## config.mk

```make
export PLATFORM = sky130hd
export DESIGN_NAME = top
export DESIGN_NICKNAME = d
export VERILOG_FILES = /design/src/rtl/top_pkg.sv /design/src/rtl/top_spi_master.sv /design/src/rtl/top.sv
export SDC_FILE = /design/constraint.sdc
export NUM_CORES = 1
export LEC_CHECK = 0
export ABC_AREA = 1
export BUFFER_PORTS_ARGS = -buffer_cell sky130_fd_sc_hd__buf_2
export CAP_MARGIN = 20
export CORE_ASPECT_RATIO = 2
export CORE_MARGIN = 8
export CORE_UTILIZATION = 47
export DETAILED_ROUTE_END_ITERATION = 10
export GPL_TIMING_DRIVEN = 0
export HOLD_SLACK_MARGIN = 0.03
export MAX_ROUTING_LAYER = met4
export PLACE_DENSITY_LB_ADDON = 0.05
export SYNTH_ARGS = -nofsm -noshare
export SYNTH_HDL_FRONTEND = slang
export SYNTH_SLANG_ARGS = --single-unit
```

## constraint.sdc

```tcl
create_clock -name CLKA -period 1.9 [get_ports CLKA]
set_input_delay 0.57 -clock CLKA [delete_from_list [all_inputs] [get_ports CLKA]]
set_output_delay 0.57 -clock CLKA [all_outputs]
set_load 0.02 [all_outputs]
```

## src/rtl/top_pkg.sv

```systemverilog
// top_pkg: shared types and constants for the SPI flash reader.
// Holds the transaction FSM encoding and the READ command fields.
package top_pkg;

   typedef enum logic [1:0] {
      ST_IDLE,
      ST_START,
      ST_SHIFT,
      ST_STOP
   } state_t;

   localparam logic [7:0]  RD_OPCODE  = 8'h03;
   localparam logic [23:0] START_ADDR = 24'h000000;

endpackage

```

## src/rtl/top_spi_master.sv

```systemverilog
// spi_master: mode-0 SPI READ engine (clock divider, shifter, CS_n).
// Sends opcode + address, then clocks in RD_BYTES bytes MSB first.
module spi_master
   import top_pkg::*;
#(
   parameter int CLK_DIV  = 2,
   parameter int RD_BYTES = 4
)(
   input  logic        i_clk,
   input  logic        i_rst,
   input  logic        i_start,
   input  logic        i_miso,
   output logic        o_sclk,
   output logic        o_mosi,
   output logic        o_cs_n,
   output logic        o_busy,
   output logic        o_done,
   output logic [31:0] o_rx
);

   localparam int NBITS = 32 + 8 * RD_BYTES;
   localparam int DW    = $clog2(CLK_DIV + 1);
   localparam int BW    = $clog2(NBITS);
   localparam int PAD   = 32 - 8 * RD_BYTES;

   state_t        r_state;
   state_t        w_next;
   logic [DW-1:0] r_div;
   logic [BW-1:0] r_bit;
   logic [30:0]   r_tx;
   logic [31:0]   r_rx;
   logic          r_sclk;
   logic          r_mosi;
   logic          r_cs_n;
   logic          r_done;
   logic          w_tick;
   logic          w_last;

   assign w_tick = (r_div == DW'(CLK_DIV - 1));
   assign w_last = (r_bit == BW'(NBITS - 1));

   assign o_sclk = r_sclk;
   assign o_mosi = r_mosi;
   assign o_cs_n = r_cs_n;
   assign o_busy = (r_state != ST_IDLE);
   assign o_done = r_done;
   assign o_rx   = r_rx << PAD;

   // state register
   always_ff @(posedge i_clk or posedge i_rst) begin
      if (i_rst) r_state <= ST_IDLE;
      else       r_state <= w_next;
   end

   // next state: frame ends on the falling edge after the last bit
   always_comb begin
      w_next = r_state;
      unique case (r_state)
         ST_IDLE:  if (i_start) w_next = ST_START;
         ST_START: if (w_tick) w_next = ST_SHIFT;
         ST_SHIFT: if (w_tick && r_sclk && w_last) w_next = ST_STOP;
         ST_STOP:  if (w_tick) w_next = ST_IDLE;
         default:  w_next = ST_IDLE;
      endcase
   end

   // divider, SCLK, shifters; MOSI moves only with the falling edge
   always_ff @(posedge i_clk or posedge i_rst) begin
      if (i_rst) begin
         r_div  <= '0;
         r_bit  <= '0;
         r_tx   <= '0;
         r_rx   <= '0;
         r_sclk <= 1'b0;
         r_mosi <= 1'b0;
         r_cs_n <= 1'b1;
         r_done <= 1'b0;
      end else begin
         r_done <= 1'b0;
         if (r_state == ST_IDLE || w_tick) r_div <= '0;
         else                              r_div <= r_div + 1'b1;
         case (r_state)
            ST_IDLE: begin
               if (i_start) begin
                  r_cs_n <= 1'b0;
                  r_bit  <= '0;
                  r_mosi <= RD_OPCODE[7];
                  r_tx   <= {RD_OPCODE[6:0], START_ADDR};
               end
            end
            ST_SHIFT: begin
               if (w_tick) begin
                  if (!r_sclk) begin
                     r_sclk <= 1'b1;
                     r_rx   <= {r_rx[30:0], i_miso};
                  end else begin
                     r_sclk <= 1'b0;
                     if (w_last) begin
                        r_cs_n <= 1'b1;
                        r_mosi <= 1'b0;
                        r_done <= 1'b1;
                     end else begin
                        r_bit  <= r_bit + 1'b1;
                        r_mosi <= r_tx[30];
                        r_tx   <= {r_tx[29:0], 1'b0};
                     end
                  end
               end
            end
            default: ;
         endcase
      end
   end

endmodule

```

## src/rtl/top.sv

```systemverilog
// top: push-button triggered SPI flash READ with debounced button.
// Define TEST_PINS_EN to mirror the SPI pins on the TEST_* probes.
module top
   import top_pkg::*;
#(
   parameter int CLK_DIV   = 2,
   parameter int DB_CYCLES = 8,
   parameter int RD_BYTES  = 4
)(
   input  logic CLKA,
   input  logic rst_n,
   input  logic pb_sw1,
   output logic SPI_CLK,
   output logic SPI_MOSI,
   input  logic SPI_MISO,
   output logic SPI_CS_n,
   output logic TEST_CLK,
   output logic TEST_MOSI,
   output logic TEST_MISO,
   output logic TEST_CS_n,
   output logic FPGA_CLK,
   output logic MEM_CM_READY
);

   localparam int CW = $clog2(DB_CYCLES + 1);

   logic [1:0]    r_sync;
   logic [CW-1:0] r_cnt;
   logic          r_db;
   logic          r_db_d;
   logic          r_fclk;
   logic [31:0]   r_rd_data;
   logic          w_trig;
   logic          w_busy;
   logic          w_done;
   logic [31:0]   w_rx;

   assign w_trig       = r_db_d & ~r_db;
   assign FPGA_CLK     = r_fclk;
   assign MEM_CM_READY = ~w_busy;

   // two-flop synchroniser, idles at the released level
   always_ff @(posedge CLKA or posedge rst_n) begin
      if (rst_n) r_sync <= 2'b11;
      else       r_sync <= {r_sync[0], pb_sw1};
   end

   // debounce: take a new level after DB_CYCLES matching samples
   always_ff @(posedge CLKA or posedge rst_n) begin
      if (rst_n) begin
         r_cnt  <= '0;
         r_db   <= 1'b1;
         r_db_d <= 1'b1;
      end else begin
         r_db_d <= r_db;
         if (r_sync[1] == r_db) begin
            r_cnt <= '0;
         end else if (r_cnt == CW'(DB_CYCLES - 1)) begin
            r_cnt <= '0;
            r_db  <= r_sync[1];
         end else begin
            r_cnt <= r_cnt + 1'b1;
         end
      end
   end

   // heartbeat at half the system clock
   always_ff @(posedge CLKA or posedge rst_n) begin
      if (rst_n) r_fclk <= 1'b0;
      else       r_fclk <= ~r_fclk;
   end

   // read data is published only once the frame completes
   always_ff @(posedge CLKA or posedge rst_n) begin
      if (rst_n)       r_rd_data <= '0;
      else if (w_done) r_rd_data <= w_rx;
   end

   spi_master #(
      .CLK_DIV  (CLK_DIV),
      .RD_BYTES (RD_BYTES)
   ) u_spi (
      .i_clk   (CLKA),
      .i_rst   (rst_n),
      .i_start (w_trig),
      .i_miso  (SPI_MISO),
      .o_sclk  (SPI_CLK),
      .o_mosi  (SPI_MOSI),
      .o_cs_n  (SPI_CS_n),
      .o_busy  (w_busy),
      .o_done  (w_done),
      .o_rx    (w_rx)
   );

`ifdef TEST_PINS_EN
   assign TEST_CLK  = SPI_CLK;
   assign TEST_MOSI = SPI_MOSI;
   assign TEST_MISO = SPI_MISO;
   assign TEST_CS_n = SPI_CS_n;
`else
   assign TEST_CLK  = 1'b0;
   assign TEST_MOSI = 1'b0;
   assign TEST_MISO = 1'b0;
   assign TEST_CS_n = 1'b0;
`endif

endmodule

```

# ---- Yosys cells after proc, flatten, opt, wreduce, memory -nomap -nowiden
# Cells that the tools add are included.
dict set report word_totals {
  wordCells 75
  out_inout_bits 9
  register_bits 53
}
dict set report op_classes {
  reduce_logical 12
  n_mux 28
  eq_ne 15
  add_sub_neg 3
  bitwise 5
}
# operator n
set ops {}
lappend ops {{31-bit 2-to-1 mux} 4}
lappend ops {{31-bit one-hot mux with 2 select lines} 1}
lappend ops {{6-bit 2-to-1 mux} 4}
lappend ops {{2-bit by 1-bit != test with 1-bit output (second input constant)} 7}
lappend ops {{6-bit one-hot mux with 2 select lines} 1}
lappend ops {{2-bit 2-to-1 mux} 5}
lappend ops {{5-bit AND reduction} 2}
lappend ops {{1-bit 2-to-1 mux} 8}
lappend ops {{4-bit 2-to-1 mux} 2}
lappend ops {{2-bit one-hot mux with 4 select lines} 1}
lappend ops {{4-bit AND reduction} 2}
lappend ops {{6-bit by 1-bit adder with 6-bit output (second input constant)} 1}
lappend ops {{6-bit equality test (second input constant)} 1}
lappend ops {{4-bit by 1-bit adder with 4-bit output (second input constant)} 1}
lappend ops {{2-bit by 1-bit equality test with 1-bit output (second input constant)} 2}
lappend ops {{2-bit equality test (second input constant)} 2}
lappend ops {{4-bit by 3-bit equality test with 1-bit output (second input constant)} 1}
lappend ops {{1-bit inverter} 4}
lappend ops {{1-bit one-hot mux with 2 select lines} 2}
lappend ops {{2-bit AND reduction} 2}
lappend ops {{2-bit nonzero test} 2}
lappend ops {{2-bit by 1-bit adder with 2-bit output (second input constant)} 1}
lappend ops {{1-bit logical AND} 2}
lappend ops {{2-bit logical NOT} 1}
lappend ops {{other kinds (4)} 4}

# ---- Depth between registers and ports, before layout
dict set report logic_depth {
  ltp_word 5
  depth_mapped 10
  depth_no_buf 9
}

# ---- Modules after synthesis
# A second synthesis with hierarchy kept.
dict set report unflattened {
  hier_cells 304
  hier_area_um2 2701.3
}
# module instances area_each_um2 cells_per_inst seq_area_each_um2
set by_module_without_submodules {}
lappend by_module_without_submodules {spi_master 1 2316.0 263 1327.5}
lappend by_module_without_submodules {top 1 385.4 41 230.2}

# ---- Worst setup path before layout
# OpenSTA, ideal clock, no wires.
dict set report synth_path {
  path_kind {reg2reg}
  start {reg u_spi.r_state[0]}
  end {reg u_spi.r_bit[0]}
  path_buffers 1
  required_time_ps 1783
  path_stages_with_launch 10
  setup_slack_ps 427
  t_arrival_ps 1356
  synth_period_minus_slack_ps 1473
  setup_ps 117
  cell_sequence {dfrtp_1 -> inv_1 -> ha_1 -> nand2_1 -> nand2_2 -> nor2_2 -> nand2_2 -> buf_6 -> nand2_1 -> nand2_1}
}
dict set report synth_via {
  elab_chain_len 3
}
# item line
set synth_lines {}
lappend synth_lines {{start, declared} top_spi_master.sv:26} ;# state_t r_state;
lappend synth_lines {{start signal, assigned} top_spi_master.sv:52} ;# else r_state <= w_next;
lappend synth_lines {{2-bit equality test or 2-bit logical NOT (tied branches)} top_spi_master.sv:82} ;# case (r_state)
lappend synth_lines {{2-bit by 1-bit != test with 1-bit output (no line), or another cell as far along} -}
lappend synth_lines {{5-bit AND reduction (no line)} -}
lappend synth_lines {{end signal, assigned} top_spi_master.sv:103} ;# r_bit <= r_bit + 1'b1;
lappend synth_lines {{end, declared} top_spi_master.sv:29} ;# logic [BW-1:0] r_bit;
# Several ways; a longest one is shown, not always the timed one.
# A chain may end at the register's enable or synchronous reset.

# ---- Final worst setup path
dict set report layout_path {
  start {reg u_spi.r_state[1]}
  end {out MEM_CM_READY}
}
dict set report layout_via {
  elab_chain_len 2
}
# item line
set layout_lines {}
lappend layout_lines {{2-bit nonzero test} top_spi_master.sv:45} ;# assign o_busy = (r_state != ST_IDLE);
lappend layout_lines {{1-bit inverter} top.sv:40} ;# assign MEM_CM_READY = ~w_busy;
lappend layout_lines {{end, declared} top.sv:22} ;# output logic MEM_CM_READY
# Every way passes these cells.

==> run summary <==
======================================================================================
Number of top-level pins ................................................           13
Number of iterations in the first detailed-routing pass .................            4
DRT antenna net count ...................................................            0
Full die area ...........................................................    5090 um^2
Vias in the first global route ..........................................        1,097
Setup repair after global routing missed its margin .....................           no
Standard cell core area .................................................    2910 um^2
Element type at the critical path start .................................     register
Worst EP arrival ........................................................      1190 ps
Clock Root Buffer ....................................................... sky130_fd_sc_hd__clkbuf_8
Clock sink count ........................................................           29
DR DRC count ............................................................            0
Top cells by area, synth ................................................ sky130_fd_sc_hd__dfrtp_1 43%, sky130_fd_sc_hd__nand2_1 17%, sky130_fd_sc_hd__dfstp_2 9.4%
Worst-Skew Late Latency .................................................       270 ps
Number of synthesized register bits .....................................           29
Hold-fix buffers, CTS ...................................................            0
Diode count .............................................................            0
CTS resizes .............................................................            0
Maximum clock frequency .................................................      569 MHz
Worst supply voltage drop on vdd ........................................   0.000731 V
Post-layout nets ........................................................          192
Max-cap violations ......................................................            0
Sequential fraction of the synthesis area ...............................        52.2%
Initial DRC count .......................................................           12
Std cell rows ...........................................................           28
Leading area contributor after synthesis ................................ sky130_fd_sc_hd__dfrtp_1
Ratio of cells with drive above 1 in the final layout ...................        20.3%
Clock tree from TritonCTS ...............................................         done
Clk slew on worst S/H paths .............................................        60 ps
Share of synthesized flip-flops with an asynchronous set or reset .......         100%
Number of distinct standard cells referenced by the synthesized netlist .           24
Critical-path maximum fanout ............................................            6
H-tree depth ............................................................            2
Fraction of power spent switching nets ..................................        39.4%
Post-CTS Setup Repair Bufs ..............................................            0
Final worst clock skew ..................................................      3.76 ps
Cell types with the highest counts after synthesis ...................... 63 x sky130_fd_sc_hd__nand2_1, 24 x sky130_fd_sc_hd__dfrtp_1, 15 x sky130_fd_sc_hd__nor2_1, 12 x sky130_fd_sc_hd__inv_1, 7 x sky130_fd_sc_hd__ha_1
Global route total overflow .............................................            0
Final count of negative-setup-slack endpoints ...........................            0
Worst setup path category ............................................... register to output port
Max Slew Vio Count ......................................................            0
Result of the run ....................................................... finished clean
CTS buffer count ........................................................            5
Global-route wire length before repair ..................................      4540 um
Maximum number of pins on one net before global-route repair ............           30
Initial antenna violation count .........................................            0
Power dissipated by switching net loads .................................       877 uW
Relative contribution of the clock network to total power ...............        21.2%
Number of filler cells placed in the layout .............................          306
Syn Std Cell Area .......................................................    1400 um^2
Internal power component ................................................      1350 uW
Fraction of synthesized cell area taken by the top area cell type .......        42.9%
Worst path required time ................................................      1330 ps
Final TNS setup .........................................................         0 ps
Avg Synthesized Cell Area ...............................................    8.60 um^2
HPWL after DPL ..........................................................      1820 um
GP Congestion ...........................................................        0.759
Path type of the worst min-delay path ................................... input port to asynchronous set/reset pin
Minimum clock period after layout .......................................      1760 ps
Height of the chip ......................................................      93.2 um
Sum of routed wire length over all layers ...............................      2450 um
Overall Global Routing Usage ............................................        12.2%
Reg power frac ..........................................................        40.4%
Combinational share of power ............................................        38.4%
Hold Vio Cnt, Final .....................................................            0
IO buf count ............................................................            7
Number of warnings reported in the yosys synthesis log ..................            0
Post-DR wirelength/cell .................................................      11.6 um
Detail-routed via count per cell ........................................         4.84
Dominant cell by count in the synthesized netlist ....................... sky130_fd_sc_hd__nand2_1
Count of flip-flops with a built-in enable after synthesis ..............            0
Area growth from synthesis to layout ....................................        14.0%
Worst Setup Slack, final ................................................       142 ps
Via count ...............................................................        1,026
Chip width ..............................................................      54.6 um
Areal power density over the cells ...................................... 1390 nW/um^2
Pre-CTS setup slack .....................................................       322 ps
Share of the clock period used by the worst path ........................        92.5%
Sort of element at the end of the critical path .........................  output port
Deepest clock path buffer count .........................................            2
Most common flop cell mapped by yosys ................................... sky130_fd_sc_hd__dfrtp_1
Starting utilization of the core area ...................................        48.2%
Number of instances in the synthesized netlist ..........................          163
Static leakage ..........................................................  0.000829 uW
======================================================================================
==> cell families after synthesis <==
kind of cell | share of synthesized area [%]
and+or+nand+nor | 30.4
DFF | 52.2
buffers and inverters | 6.70
adders and majority gates | 6.25
AOI/OAI and AO/OA | 2.23
xor gates and xnor gates | 1.88
other | 0.268
==> path summary, 6_finish.rpt <==
path,to,cells after the start,slack (ps),from
worst max-delay path,MEM_CM_READY,3,140,u_spi.r_state[1]$_DFFE_PP0P_
worst min-delay path,u_spi.r_tx[27]$_DFFE_PP0P_,2,240,rst_n
worst max register to register,u_spi.r_bit[2]$_DFFE_PP0P_,8,290,u_spi.r_state[0]$_DFFE_PP0P_
worst min register to register,r_sync[1]$_DFF_PP1_,0,360,r_sync[0]$_DFF_PP1_
max in group asynchronous,u_spi.o_cs_n$_DFFE_PP1P_,3,1170,rst_n
min in group CLKA,r_sync[1]$_DFF_PP1_,0,360,r_sync[0]$_DFF_PP1_
==> final cells by class <==
| cell class | instances | area, um^2 | area share (%) |
|---|---|---|---|
| Clock inverter | 2 | 10.0 | 0.626 |
| Multi-Input combinational cell | 119 | 589 | 36.9 |
| Sequential cell | 29 | 732 | 45.8 |
| Tap cell | 30 | 37.5 | 2.35 |
| Timing Repair Buffer | 8 | 62.6 | 3.92 |
| Buffer | 6 | 48.8 | 3.05 |
| Clock buffer | 6 | 72.6 | 4.54 |
| Inverter | 12 | 45.0 | 2.82 |
==> metal layers <==
layer | vias to the layer above | GRT usage [%] | wire length, um
met5 | - | - | 0
met1 | 482 | 11.4 | 958
met4 | 0 | 6.20 | 58
met3 | 6 | 3.82 | 80
met2 | 10 | 20.6 | 1360
li1 | 528 | - | -
==> sequential cells by signal, summed over array words and instances, names as in the netlist <==
register,cells
u_spi.o_cs_n,1
r_sync,2
r_cnt,4
u_spi.r_div,2
r_db,1
u_spi.r_state,2
u_spi.o_mosi,1
FPGA_CLK,1
u_spi.r_bit,6
u_spi.o_sclk,1
u_spi.r_tx,7
r_db_d,1
==> metrics by stage <==
| stage | std cells | cell area (um^2) | hold slack [ps] | utilization, % | power [uW] |
|---|---|---|---|---|---|
| after floorplan | 166 | 1410 | 345 | - | 1560 |
| after global placement | 203 | 1490 | 346 | 51.1 | 1740 |
| after detailed placement | 203 | 1490 | 350 | 51.1 | 1770 |
| after CTS | 211 | 1570 | 358 | 53.9 | 2260 |
| after global routing | 212 | 1600 | 246 | 54.9 | 2430 |
| final | 212 | 1600 | 236 | 54.9 | 2230 |
==> layout by cell type, fill, tap and decap left out, drive strengths merged, types with 2 or more instances in the layout <==
cell,n
clkbuf,6
ha,7
inv,12
nand4,3
xnor2,2
dfrtp,24
nand2,66
conb,4
nand3,6
nor3,3
or2,2
dfstp,5
buf,14
clkinv,2
nor2,18
o21ai,3
==> power by group through the flow <==
stage	Sequential, uW	Combinational (uW)	Clock [uW]
CTS	903	862	494
finish	899	856	472
global placement	904	838	0
global route	924	988	516
detailed placement	913	858	0
floorplan	898	665	0
==> worst max-delay path, stage by stage (launching register included) <==
cell	delay [ps]
sky130_fd_sc_hd__dfrtp_1	410
sky130_fd_sc_hd__inv_1	100
sky130_fd_sc_hd__ha_2	230
sky130_fd_sc_hd__buf_2	180
Note: power is estimated with default switching activity, not from simulation.
